## src/rtl/alu_exec_seq_if.sv

```systemverilog
// Request/response bundle for alu_exec_seq: decode-side request with
// valid/ready, and writeback-side result with valid/ready.
// The master drives requests and consumes results; the slave is the execute unit.
interface alu_exec_seq_if #(
    parameter int XLEN = 32
);
    logic            in_valid;
    logic            in_ready;
    logic [2:0]      funct3;
    logic [6:0]      funct7;
    logic [1:0]      alu_op;
    logic [XLEN-1:0] rs1_data;
    logic [XLEN-1:0] rs2_data;
    logic            out_valid;
    logic            out_ready;
    logic [4:0]      alu_ctrl;
    logic [XLEN-1:0] result;
    logic            illegal;

    modport master (
        output in_valid, funct3, funct7, alu_op, rs1_data, rs2_data, out_ready,
        input  in_ready, out_valid, alu_ctrl, result, illegal
    );

    modport slave (
        input  in_valid, funct3, funct7, alu_op, rs1_data, rs2_data, out_ready,
        output in_ready, out_valid, alu_ctrl, result, illegal
    );
endinterface

```

## src/rtl/alu_exec_seq.sv

```systemverilog
// alu_exec_seq: handshaked integer execute unit.
// Decodes funct3/funct7/alu_op into a registered control code and computes
// the result. Base RV32I/RV64I ops complete in one cycle. When the macro
// M_EXT_EN is defined, M-extension multiply/divide runs on an iterative
// one-bit-per-cycle sequencer (IDLE -> MUL/DIV -> DONE); otherwise the
// sequencer is removed and funct7=0000001 decodes as illegal.
module alu_exec_seq #(
    parameter int XLEN  = 32,
    parameter int CNT_W = $clog2(XLEN) + 1
) (
    input  logic          clk,
    input  logic          nreset,
    alu_exec_seq_if.slave bus
);
    localparam int SH_W = $clog2(XLEN);

    // One-cycle base operation selected by alu_ctrl[3:0].
    function automatic logic [XLEN-1:0] alu_base(
        input logic [3:0]      op,
        input logic [XLEN-1:0] a,
        input logic [XLEN-1:0] b,
        input logic [SH_W-1:0] sh
    );
        case (op)
            4'b0000: return a + b;
            4'b1000: return a - b;
            4'b0001: return a << sh;
            4'b0010: return {{(XLEN-1){1'b0}}, ($signed(a) < $signed(b))};
            4'b0011: return {{(XLEN-1){1'b0}}, (a < b)};
            4'b0100: return a ^ b;
            4'b0101: return a >> sh;
            4'b1101: return $signed(a) >>> sh;
            4'b0110: return a | b;
            4'b0111: return a & b;
            default: return '0;
        endcase
    endfunction

    // Output registers
    logic            out_valid_q;
    logic [XLEN-1:0] result_q;
    logic [4:0]      ctrl_q;
    logic            illegal_q;

    // Decode results
    logic [4:0]      dec_ctrl;
    logic            dec_illegal;
    logic [XLEN-1:0] base_res;
    logic            accept;

    // Decode the request into a control code and legality flag.
    always_comb begin
        // NOTE: every variable gets a default first so no path leaves it unassigned (no latch).
        dec_ctrl    = '0;
        dec_illegal = 1'b0;
        case (bus.alu_op)
            2'b00: dec_ctrl = 5'b00000;
            2'b01: dec_ctrl = 5'b01000;
            2'b10: begin
                if (bus.funct7 == 7'b0000000) begin
                    dec_ctrl = {2'b00, bus.funct3};
                end else if (bus.funct7 == 7'b0100000) begin
                    // Only ADD->SUB and SRL->SRA have an alternate form.
                    dec_ctrl    = {2'b01, bus.funct3};
                    dec_illegal = !((bus.funct3 == 3'b000) || (bus.funct3 == 3'b101));
                end else if (bus.funct7 == 7'b0000001) begin
`ifdef M_EXT_EN
                    dec_ctrl = {2'b10, bus.funct3};
`else
                    dec_ctrl    = 5'b10000;
                    dec_illegal = 1'b1;
`endif
                end else begin
                    dec_illegal = 1'b1;
                end
            end
            default: dec_ctrl = {1'b0, (bus.funct3 == 3'b101) ? bus.funct7[5] : 1'b0, bus.funct3};
        endcase
        base_res = dec_illegal ? '0
                 : alu_base(dec_ctrl[3:0], bus.rs1_data, bus.rs2_data, bus.rs2_data[SH_W-1:0]);
    end

    assign bus.out_valid = out_valid_q;
    assign bus.result    = result_q;
    assign bus.alu_ctrl  = ctrl_q;
    assign bus.illegal   = illegal_q;
    assign accept        = bus.in_valid & bus.in_ready;

`ifdef M_EXT_EN
    typedef enum logic [1:0] {S_IDLE, S_MUL, S_DIV, S_DONE} state_t;

    state_t          state;
    logic [CNT_W-1:0] cnt;
    logic [XLEN-1:0] acc_hi;     // product high word / partial remainder
    logic [XLEN-1:0] acc_lo;     // multiplier then product low word / quotient
    logic [XLEN-1:0] opd;        // multiplicand or divisor magnitude
    logic            neg_a;
    logic            neg_b;
    logic            div_zero;
    logic [2:0]      m_f3;

    logic            sgn_a, sgn_b, ent_neg_a, ent_neg_b;
    logic [XLEN-1:0] mag_a, mag_b;
    logic [XLEN:0]   mul_sum;
    logic [XLEN:0]   rem_shift;
    logic [XLEN-1:0] rem_diff;
    logic            div_ge;
    logic [2*XLEN-1:0] prod_fix;
    logic [XLEN-1:0] quo, rem;
    logic [XLEN-1:0] m_result;

    // Operand conditioning, one iteration step of each sequencer, and sign fix-up.
    always_comb begin
        sgn_a = 1'b0;
        sgn_b = 1'b0;
        case (bus.funct3)
            3'b001, 3'b100, 3'b110: begin sgn_a = 1'b1; sgn_b = 1'b1; end
            3'b010:                 sgn_a = 1'b1;
            default: ;
        endcase
        ent_neg_a = sgn_a & bus.rs1_data[XLEN-1];
        ent_neg_b = sgn_b & bus.rs2_data[XLEN-1];
        mag_a     = ent_neg_a ? -bus.rs1_data : bus.rs1_data;
        mag_b     = ent_neg_b ? -bus.rs2_data : bus.rs2_data;

        mul_sum   = {1'b0, acc_hi} + {1'b0, (acc_lo[0] ? opd : '0)};

        rem_shift = {acc_hi, acc_lo[XLEN-1]};
        div_ge    = rem_shift >= {1'b0, opd};
        // When div_ge holds the difference is below the divisor and fits XLEN bits.
        rem_diff  = rem_shift[XLEN-1:0] - opd;

        prod_fix  = (neg_a ^ neg_b) ? -{acc_hi, acc_lo} : {acc_hi, acc_lo};
        quo       = (neg_a ^ neg_b) ? -acc_lo : acc_lo;
        rem       = neg_a ? -acc_hi : acc_hi;   // remainder sign follows the dividend

        case (m_f3)
            3'b000:                 m_result = prod_fix[XLEN-1:0];
            3'b001, 3'b010, 3'b011: m_result = prod_fix[2*XLEN-1:XLEN];
            3'b100, 3'b101:         m_result = div_zero ? '1 : quo;
            default:                m_result = rem;
        endcase
    end

    assign bus.in_ready = nreset & (state == S_IDLE) & (!out_valid_q | bus.out_ready);

    // Sequencer and output registers.
    always_ff @(posedge clk or negedge nreset) begin
        if (!nreset) begin
            state       <= S_IDLE;
            cnt         <= '0;
            out_valid_q <= 1'b0;
            result_q    <= '0;
            ctrl_q      <= '0;
            illegal_q   <= 1'b0;
            // NOTE: datapath registers are reset too; they are few and this keeps X out of simulation.
            acc_hi      <= '0;
            acc_lo      <= '0;
            opd         <= '0;
            neg_a       <= 1'b0;
            neg_b       <= 1'b0;
            div_zero    <= 1'b0;
            m_f3        <= '0;
        end else begin
            // NOTE: non-blocking assignments; a later load in this block overrides the consume below.
            if (out_valid_q && bus.out_ready) out_valid_q <= 1'b0;
            case (state)
                S_IDLE: begin
                    if (accept) begin
                        if (dec_ctrl[4] && !dec_illegal) begin
                            acc_hi   <= '0;
                            cnt      <= '0;
                            neg_a    <= ent_neg_a;
                            neg_b    <= ent_neg_b;
                            m_f3     <= bus.funct3;
                            div_zero <= (bus.rs2_data == '0);
                            if (bus.funct3[2]) begin
                                acc_lo <= mag_a;
                                opd    <= mag_b;
                                state  <= S_DIV;
                            end else begin
                                acc_lo <= mag_b;
                                opd    <= mag_a;
                                state  <= S_MUL;
                            end
                        end else begin
                            result_q    <= base_res;
                            ctrl_q      <= dec_ctrl;
                            illegal_q   <= dec_illegal;
                            out_valid_q <= 1'b1;
                        end
                    end
                end
                S_MUL: begin
                    acc_hi <= mul_sum[XLEN:1];
                    acc_lo <= {mul_sum[0], acc_lo[XLEN-1:1]};
                    cnt    <= cnt + 1'b1;
                    if (cnt == CNT_W'(XLEN - 1)) state <= S_DONE;
                end
                S_DIV: begin
                    acc_hi <= div_ge ? rem_diff : rem_shift[XLEN-1:0];
                    acc_lo <= {acc_lo[XLEN-2:0], div_ge};
                    cnt    <= cnt + 1'b1;
                    if (cnt == CNT_W'(XLEN - 1)) state <= S_DONE;
                end
                S_DONE: begin
                    if (!out_valid_q || bus.out_ready) begin
                        result_q    <= m_result;
                        ctrl_q      <= {2'b10, m_f3};
                        illegal_q   <= 1'b0;
                        out_valid_q <= 1'b1;
                        state       <= S_IDLE;
                    end
                end
                default: state <= S_IDLE;
            endcase
        end
    end
`else
    assign bus.in_ready = nreset & (!out_valid_q | bus.out_ready);

    // Output registers: load on accept, clear on consume.
    always_ff @(posedge clk or negedge nreset) begin
        if (!nreset) begin
            out_valid_q <= 1'b0;
            result_q    <= '0;
            ctrl_q      <= '0;
            illegal_q   <= 1'b0;
        end else begin
            // NOTE: non-blocking assignments; a later load in this block overrides the consume below.
            if (out_valid_q && bus.out_ready) out_valid_q <= 1'b0;
            if (accept) begin
                result_q    <= base_res;
                ctrl_q      <= dec_ctrl;
                illegal_q   <= dec_illegal;
                out_valid_q <= 1'b1;
            end
        end
    end
`endif
endmodule

```

## src/flat_wrapper.sv

```systemverilog
// flat-port wrapper written by rule: the top's interface ports become plain ports
module alu_exec_seq_flat 
#(
    parameter int XLEN  = 32,
    parameter int CNT_W = $clog2(XLEN) + 1
)
  (clk, nreset, bus_in_valid, bus_funct3, bus_funct7, bus_alu_op, bus_rs1_data, bus_rs2_data, bus_out_ready, bus_in_ready, bus_out_valid, bus_alu_ctrl, bus_result, bus_illegal);
  alu_exec_seq_if #(.XLEN(XLEN)) bus_i ();
  input  logic clk;
  input  logic nreset;
  input wire logic [$bits(bus_i.in_valid)-1:0] bus_in_valid;
  input wire logic [$bits(bus_i.funct3)-1:0] bus_funct3;
  input wire logic [$bits(bus_i.funct7)-1:0] bus_funct7;
  input wire logic [$bits(bus_i.alu_op)-1:0] bus_alu_op;
  input wire logic [$bits(bus_i.rs1_data)-1:0] bus_rs1_data;
  input wire logic [$bits(bus_i.rs2_data)-1:0] bus_rs2_data;
  input wire logic [$bits(bus_i.out_ready)-1:0] bus_out_ready;
  output wire logic [$bits(bus_i.in_ready)-1:0] bus_in_ready;
  output wire logic [$bits(bus_i.out_valid)-1:0] bus_out_valid;
  output wire logic [$bits(bus_i.alu_ctrl)-1:0] bus_alu_ctrl;
  output wire logic [$bits(bus_i.result)-1:0] bus_result;
  output wire logic [$bits(bus_i.illegal)-1:0] bus_illegal;
  assign bus_i.in_valid = bus_in_valid;
  assign bus_i.funct3 = bus_funct3;
  assign bus_i.funct7 = bus_funct7;
  assign bus_i.alu_op = bus_alu_op;
  assign bus_i.rs1_data = bus_rs1_data;
  assign bus_i.rs2_data = bus_rs2_data;
  assign bus_i.out_ready = bus_out_ready;
  assign bus_in_ready = bus_i.in_ready;
  assign bus_out_valid = bus_i.out_valid;
  assign bus_alu_ctrl = bus_i.alu_ctrl;
  assign bus_result = bus_i.result;
  assign bus_illegal = bus_i.illegal;
  alu_exec_seq #(.XLEN(XLEN), .CNT_W(CNT_W)) u_core (.clk(clk), .nreset(nreset), .bus(bus_i));
endmodule
```

## config.mk

```make
export PLATFORM = sky130hd
export DESIGN_NAME = alu_exec_seq_flat
export DESIGN_NICKNAME = d
export VERILOG_FILES = /design/src/rtl/alu_exec_seq_if.sv /design/src/rtl/alu_exec_seq.sv /design/src/flat_wrapper.sv
export SDC_FILE = /design/constraint.sdc
export NUM_CORES = 1
export LEC_CHECK = 0
export CORE_AREA = 2 2 191 193
export CTS_BUF_LIST = sky130_fd_sc_hd__clkbuf_2
export CTS_CLUSTER_DIAMETER = 40
export CTS_CLUSTER_SIZE = 25
export DETAILED_ROUTE_END_ITERATION = 8
export DIE_AREA = 0 0 193 195
export GPL_ROUTABILITY_DRIVEN = 0
export PLACE_DENSITY = 0.54
export SLEW_MARGIN = 10
export SYNTH_ARGS = -nofsm -noshare
export SYNTH_HDL_FRONTEND = slang
export SYNTH_SLANG_ARGS = --single-unit
```

## constraint.sdc

```tcl
create_clock -name clk -period 2.1 [get_ports clk]
set_input_delay 0.315 -clock clk [delete_from_list [all_inputs] [get_ports clk]]
set_output_delay 0.315 -clock clk [all_outputs]
set_load 0.1 [all_outputs]
```

# Word-level counts from Yosys, hierarchy flattened
# Index checks and enable logic that the tools add are counted.
# totals
input_bits	80
regBits	39
elab_cells	52
# classes
mux	12
bitwise_logic	6
shift	3
n_reduce_logical	9
n_eq_ne	14
magnitude_cmp	2
addsub	2
# ops
operator	n
32-bit case mux with 10 select lines	1
32-bit less-than comparator	2
32-bit adder	1
32-bit bitwise AND	1
32-bit 2-to-1 mux	1
32-bit bitwise OR	1
32-bit by 5-bit left shift with 32-bit output	1
32-bit by 5-bit >> shifter with 32-bit output	1
32-bit by 5-bit >>> shifter with 32-bit output	1
32-bit subtractor	1
32-bit bitwise XOR	1
4-bit by 3-bit equality test with 1-bit output, second input constant	4
5-bit 2-to-1 mux	3
5-bit case mux with 3 select lines	1
4-bit by 2-bit equality test with 1-bit output, second input constant	2
4-bit equality test, second input constant	2
7-bit by 1-bit equality test with 1-bit output, second input constant	1
7-bit by 6-bit equality test with 1-bit output, second input constant	1
7-bit zero test	1
1-bit 2-to-1 mux	6
4-bit by 1-bit equality test with 1-bit output, second input constant	1
4-bit zero test	1
3-bit equality test, second input constant	1
3-bit zero test	1
9 further kinds	11

# Longest topological paths before layout
# Gate-level depths: netlist of run 1.
# logic_depth
word_depth	8
depth_mapped	15
mapped_depth_nobuf	13

# Worst setup path after synthesis of run 1
# OpenSTA, ideal clock, no wires.
# synth_timing
path_kind	input port to flip-flop
from	in bus_rs2_data[1]
to	reg u_core.result_q[24] (netlist: u_core.bus.result[24])
arrival_time_ns	3.794
stages	14
required_ns	2.031
slack_ns	-1.763
setup_ns	0.069
path_buffers	3
cell_sequence	clkbuf_1 inv_2 buf_1 buf_1 fa_1 a21oi_1 o221ai_1 o31ai_1 o21ai_1 a311o_1 and2_1 or4_1 a31oi_1 a221o_1
# synth_via
elab_chain_cells	3
# synth_rtl
item	line	text
start: declaration	flat_wrapper.sv:16	input wire logic [$bits(bus_i.rs2_data)-1:0] bus_rs2_data;
32-bit subtractor (tied with other cells)	alu_exec_seq.sv:26	4'b1000: return a - b;
32-bit case mux with 10 select lines (*)	alu_exec_seq.sv:24	case (op)
32-bit 2-to-1 mux (*)	alu_exec_seq.sv:79	base_res = dec_illegal ? '0
end signal: assignment	alu_exec_seq.sv:233	result_q <= base_res;
end: declaration	alu_exec_seq.sv:41	logic [XLEN-1:0] result_q;
# Every way passes the cells marked *; elsewhere a longest branch is shown, timed or not.
# A chain may end at the register's enable or synchronous reset.

# Worst setup path in the final report of run 1
# layout_timing
from	in bus_rs1_data[18]
to	reg u_core.result_q[30] (netlist: u_core.bus.result[30])
# layout_via
elab_chain_cells	3
# layout_rtl
item	line	text
start: declaration	flat_wrapper.sv:15	input wire logic [$bits(bus_i.rs1_data)-1:0] bus_rs1_data;
32-bit subtractor (tied with other cells)	alu_exec_seq.sv:26	
32-bit case mux with 10 select lines (*)	alu_exec_seq.sv:24	
32-bit 2-to-1 mux (*)	alu_exec_seq.sv:79	
# Marked as above.

==> results of run 1 <==
per-layer routing:
metal | track usage [%] | part of all wire (%) | up-vias
li1 | - | - | 6994
met1 | 38.34 | 39 | 7327
met2 | 48.81 | 46 | 870
met3 | 3.972 | 7.6 | 208
met4 | 17.90 | 7.8 | 0
met5 | 0 | 0 | -
power groups by stage:
stage / Combinational [µW] / Sequential, µW / Clock (µW)
final: 6470 / 1000 / 420
after global routing: 6770 / 1020 / 451
after CTS: 5960 / 1000 / 428
after detailed placement: 5380 / 1020 / 0
after global placement: 5340 / 1020 / 0
after floorplan: 2120 / 2030 / 0
final cells by class:
cell class / count / share of cell area, %
clock buffer: 5 / 0.1318
antenna: 1 / 0.01318
clock inverter: 3 / 0.1054
sequential: 39 / 5.159
inverter: 100 / 2.655
tap: 461 / 3.037
multi-input combinational: 1278 / 55.78
timing repair buffer: 741 / 33.12
worst max path at each step:
stage	from	endpoint	depth (start not counted)
floorplan	bus_rs2_data[2]	u_core.bus.result[31]	15
global placement	bus_rs1_data[13]	u_core.bus.result[30]	13
detailed placement	bus_rs1_data[9]	u_core.bus.result[29]	13
CTS	bus_rs2_data[17]	u_core.bus.result[30]	14
global route	bus_rs1_data[0]	u_core.bus.result[28]	17
finish	bus_rs1_data[18]	u_core.bus.result[30]	13
registers in the layout (all words and copies together) (netlist names):
signal	count
u_core.bus.out_valid	1
u_core.bus.result	32
u_core.bus.illegal	1
u_core.bus.alu_ctrl	5
logic make-up (layout without fill, tap and decap cells):
group	count (synthesis)	count (layout)	share of synthesized area [%]
muxes	98	98	13.34
other	0	1	0
DFF	39	39	9.223
adders and majority gates	102	102	12.20
AOI/OAI and AO/OA	585	585	35.53
buffers and inverters	226	849	8.419
and+or+nand+nor	480	480	20.21
xor gates and xnor gates	13	13	1.076
critical path, stage by stage:
cell	delay (ns)
buf_8	0.09
clkinv_8	0.06
ha_4	0.28
nand2_4	0.05
or3_4	0.36
or4b_4	0.48
o2111a_1	0.28
or4_4	0.43
a31o_4	0.27
nor3_4	0.12
mux2_4	0.32
o2111ai_2	0.08
a21o_1	0.12
layout by cell type, fill, tap and decap left out, types with 16 or more instances in the layout:
| master | synthesis | final |
|---|---|---|
| buf_4 | 6 | 587 |
| nor2_1 | 176 | 159 |
| o211ai_1 | 30 | 30 |
| nor3_1 | 34 | 22 |
| o21ai_0 | 141 | 82 |
| o22ai_1 | 24 | 17 |
| ha_1 | 100 | 67 |
| mux2i_1 | 51 | 36 |
| a21oi_2 | 0 | 26 |
| a21oi_1 | 163 | 130 |
| a211oi_1 | 27 | 17 |
| ha_4 | 0 | 27 |
| a31oi_1 | 20 | 16 |
| o21ai_1 | 3 | 33 |
| dfrtp_1 | 39 | 38 |
| inv_4 | 0 | 16 |
| mux4_2 | 33 | 33 |
| buf_6 | 0 | 72 |
| nand2_1 | 154 | 142 |
| dlygate4sd2_1 | 0 | 18 |
| inv_1 | 95 | 60 |
| o21ai_2 | 0 | 24 |
| nand3_1 | 31 | 26 |
repair_timing:
action | in CTS | in global routing
pin swaps | 115 | 126
setup buffers | 65 | 40
hold buffers | 1 | 0
gates resized for setup | 493 | 219
setup endpoints to repair | 33 | 32
gates cloned | 5 | 1
endpoints found under the hold margin | 39 | 0
through the flow:
stage                     utilization (%)  hold WS [ns]  cells  setup TNS, ns
after CTS                           50.62        0.2511   2599         -8.853
after detailed placement            45.49        0.4616   2524         -45.62
after floorplan                         -       0.01941   1543         -15.76
final                               53.65        0.2760   2628         -8.716
after global placement              45.49        0.4513   2524         -43.68
after global routing                53.65        0.2789   2628         -10.20
==> impl_metrics.tcl, run 1 <==
set metrics [dict create \
    r2r_end "u_core.bus.result[28]" \
    path_max_fanout 2 \
    ir_drop_v 0.0006488 \
    drive_gt1_share_pct 49.72 \
    period_share_pct 132.6 \
    hold_violations 0 \
    netSwitchingFraction_pct 54.10 \
    synthesis.area_um2 10580 \
    p_per_area_nw_per_um2 415.9 \
    startpoint_type "primary input" \
    overflow 0 \
    yosysUniqueCellTypes 81 \
    layout_setup_ws_ns -0.6841 \
    ff2ff_setup_slack_ns -0.49 \
    clock_latency_ns 0.54 \
    worstHoldStart "bus_funct3[0]" \
    place_hpwl_mm 44.96 \
    setup_viol 25 \
    dieWidth_um 193 \
    cts_max_level 2 \
    place_ws_ns -1.896 \
    fin_crit_ns 2.784 \
    clock-root-buffer "clkbuf_2" \
    drt-total-wl_mm 59.71 \
    rsz0062_at_grt "true" \
    synthTopCellsByCount "nor2_1 (176), a21oi_1 (163), nand2_1 (154), o21ai_0 (141), ha_1 (100)" \
    holdPathEnd "u_core.bus.alu_ctrl[0]" \
    ctsLongestPathBuffers 2 \
    hp-class "primary input to flip-flop" \
    yosys.area.top_type "ha_1" \
    tightest_slew_ns 0.8500 \
    cap_violations 0 \
    combPwrFrac_pct 82.0 \
    violations "negative setup slack" \
    power_frac_clock_pct 5.3 \
    vias 15400 \
    io_pins 120 \
    fillCellCount 3334 \
    grt_max_degree 66 \
    nets 2347 \
    synth.area.top_cells "ha_1 (12%), dfrtp_1 (9.2%), a21oi_1 (7.7%)" \
    drc 0 \
    numCtsBuffers 5 \
    wire_per_inst_um 22.72 \
    grt_pass1_vias 14600 \
    status "complete, but fails checks" \
    viasPerCell 5.860 \
    crit_required_ns 2.59 \
    relSlewSlack_pct 42.85 \
    initial_core_util_pct 29.89 \
    antenna_left 0 \
    die-height_um 195 \
    synthesis.nets 1725 \
    yosysTopAreaCellShare_pct 11.82 \
    antenna_found_initial 2 \
    share_seq_of_total_power_pct 12.7 \
    p_leak_uw 0.008480 \
    cts.reportedPaths.clkPinSlew_ns 0.26 \
    drtIter0Drc 1889 \
    holdPathStages 4 \
    rows 69 \
    synth.most_common_cell "nor2_1" \
    power_switching_uw 4273 \
    drt-pass1-iter-count 8 \
    seqCellArea_um2 979.7 \
    syn_area_per_cell_um2 6.858 \
    maxSlewViolCount 0 \
    design_area_um2 18990 \
    ys_seq_area_share_pct 9.223 \
    async_flop_share_pct 100.0 \
    clock_sinks 39 \
    cts_tree "done" \
    io_buffers 119 \
    critPathArrivalTime_ns 3.27 \
    multi_input_area_um2 10590 \
    synth_seq_cells 39 \
    power.internal_uw 3625 \
    synth_top_flop_cell "dfrtp_1" \
    end_kind "flip-flop" \
    ys_warn_count 0 \
    gr-usage-all-layers_pct 30.26 \
    areaGrowthSynthToFinish_pct 79.46 \
    syn_inst 1543 \
    core_um2 35400 \
    placed_cell_area_um2 16100 \
    timing.fmax_ghz 0.3592 \
    reg2reg_depth 12 \
    crit_type "primary input to flip-flop" \
    die_area_um2 37640 \
    finalPower_uw 7898 \
    reg2reg_from "u_core.bus.out_valid" \
    skew_ns 0.03168 \
    grt_pass1_wl_mm 87.28 \
    synth-edff-count 0 \
]
Note: power is estimated with default switching activity, not from simulation.
==> run 2, diff against run 1 <==
--- a/config.mk
+++ b/config.mk
@@ -8,7 +8,7 @@
 export CORE_AREA = 2 2 191 193
 export CTS_BUF_LIST = sky130_fd_sc_hd__clkbuf_2
 export CTS_CLUSTER_DIAMETER = 40
-export CTS_CLUSTER_SIZE = 25
+export CTS_CLUSTER_SIZE = 20
 export DETAILED_ROUTE_END_ITERATION = 8
 export DIE_AREA = 0 0 193 195
 export GPL_ROUTABILITY_DRIVEN = 0
==> results of run 2 <==
Same layout as run 1: the final DEF is identical, and so are final timing and power.
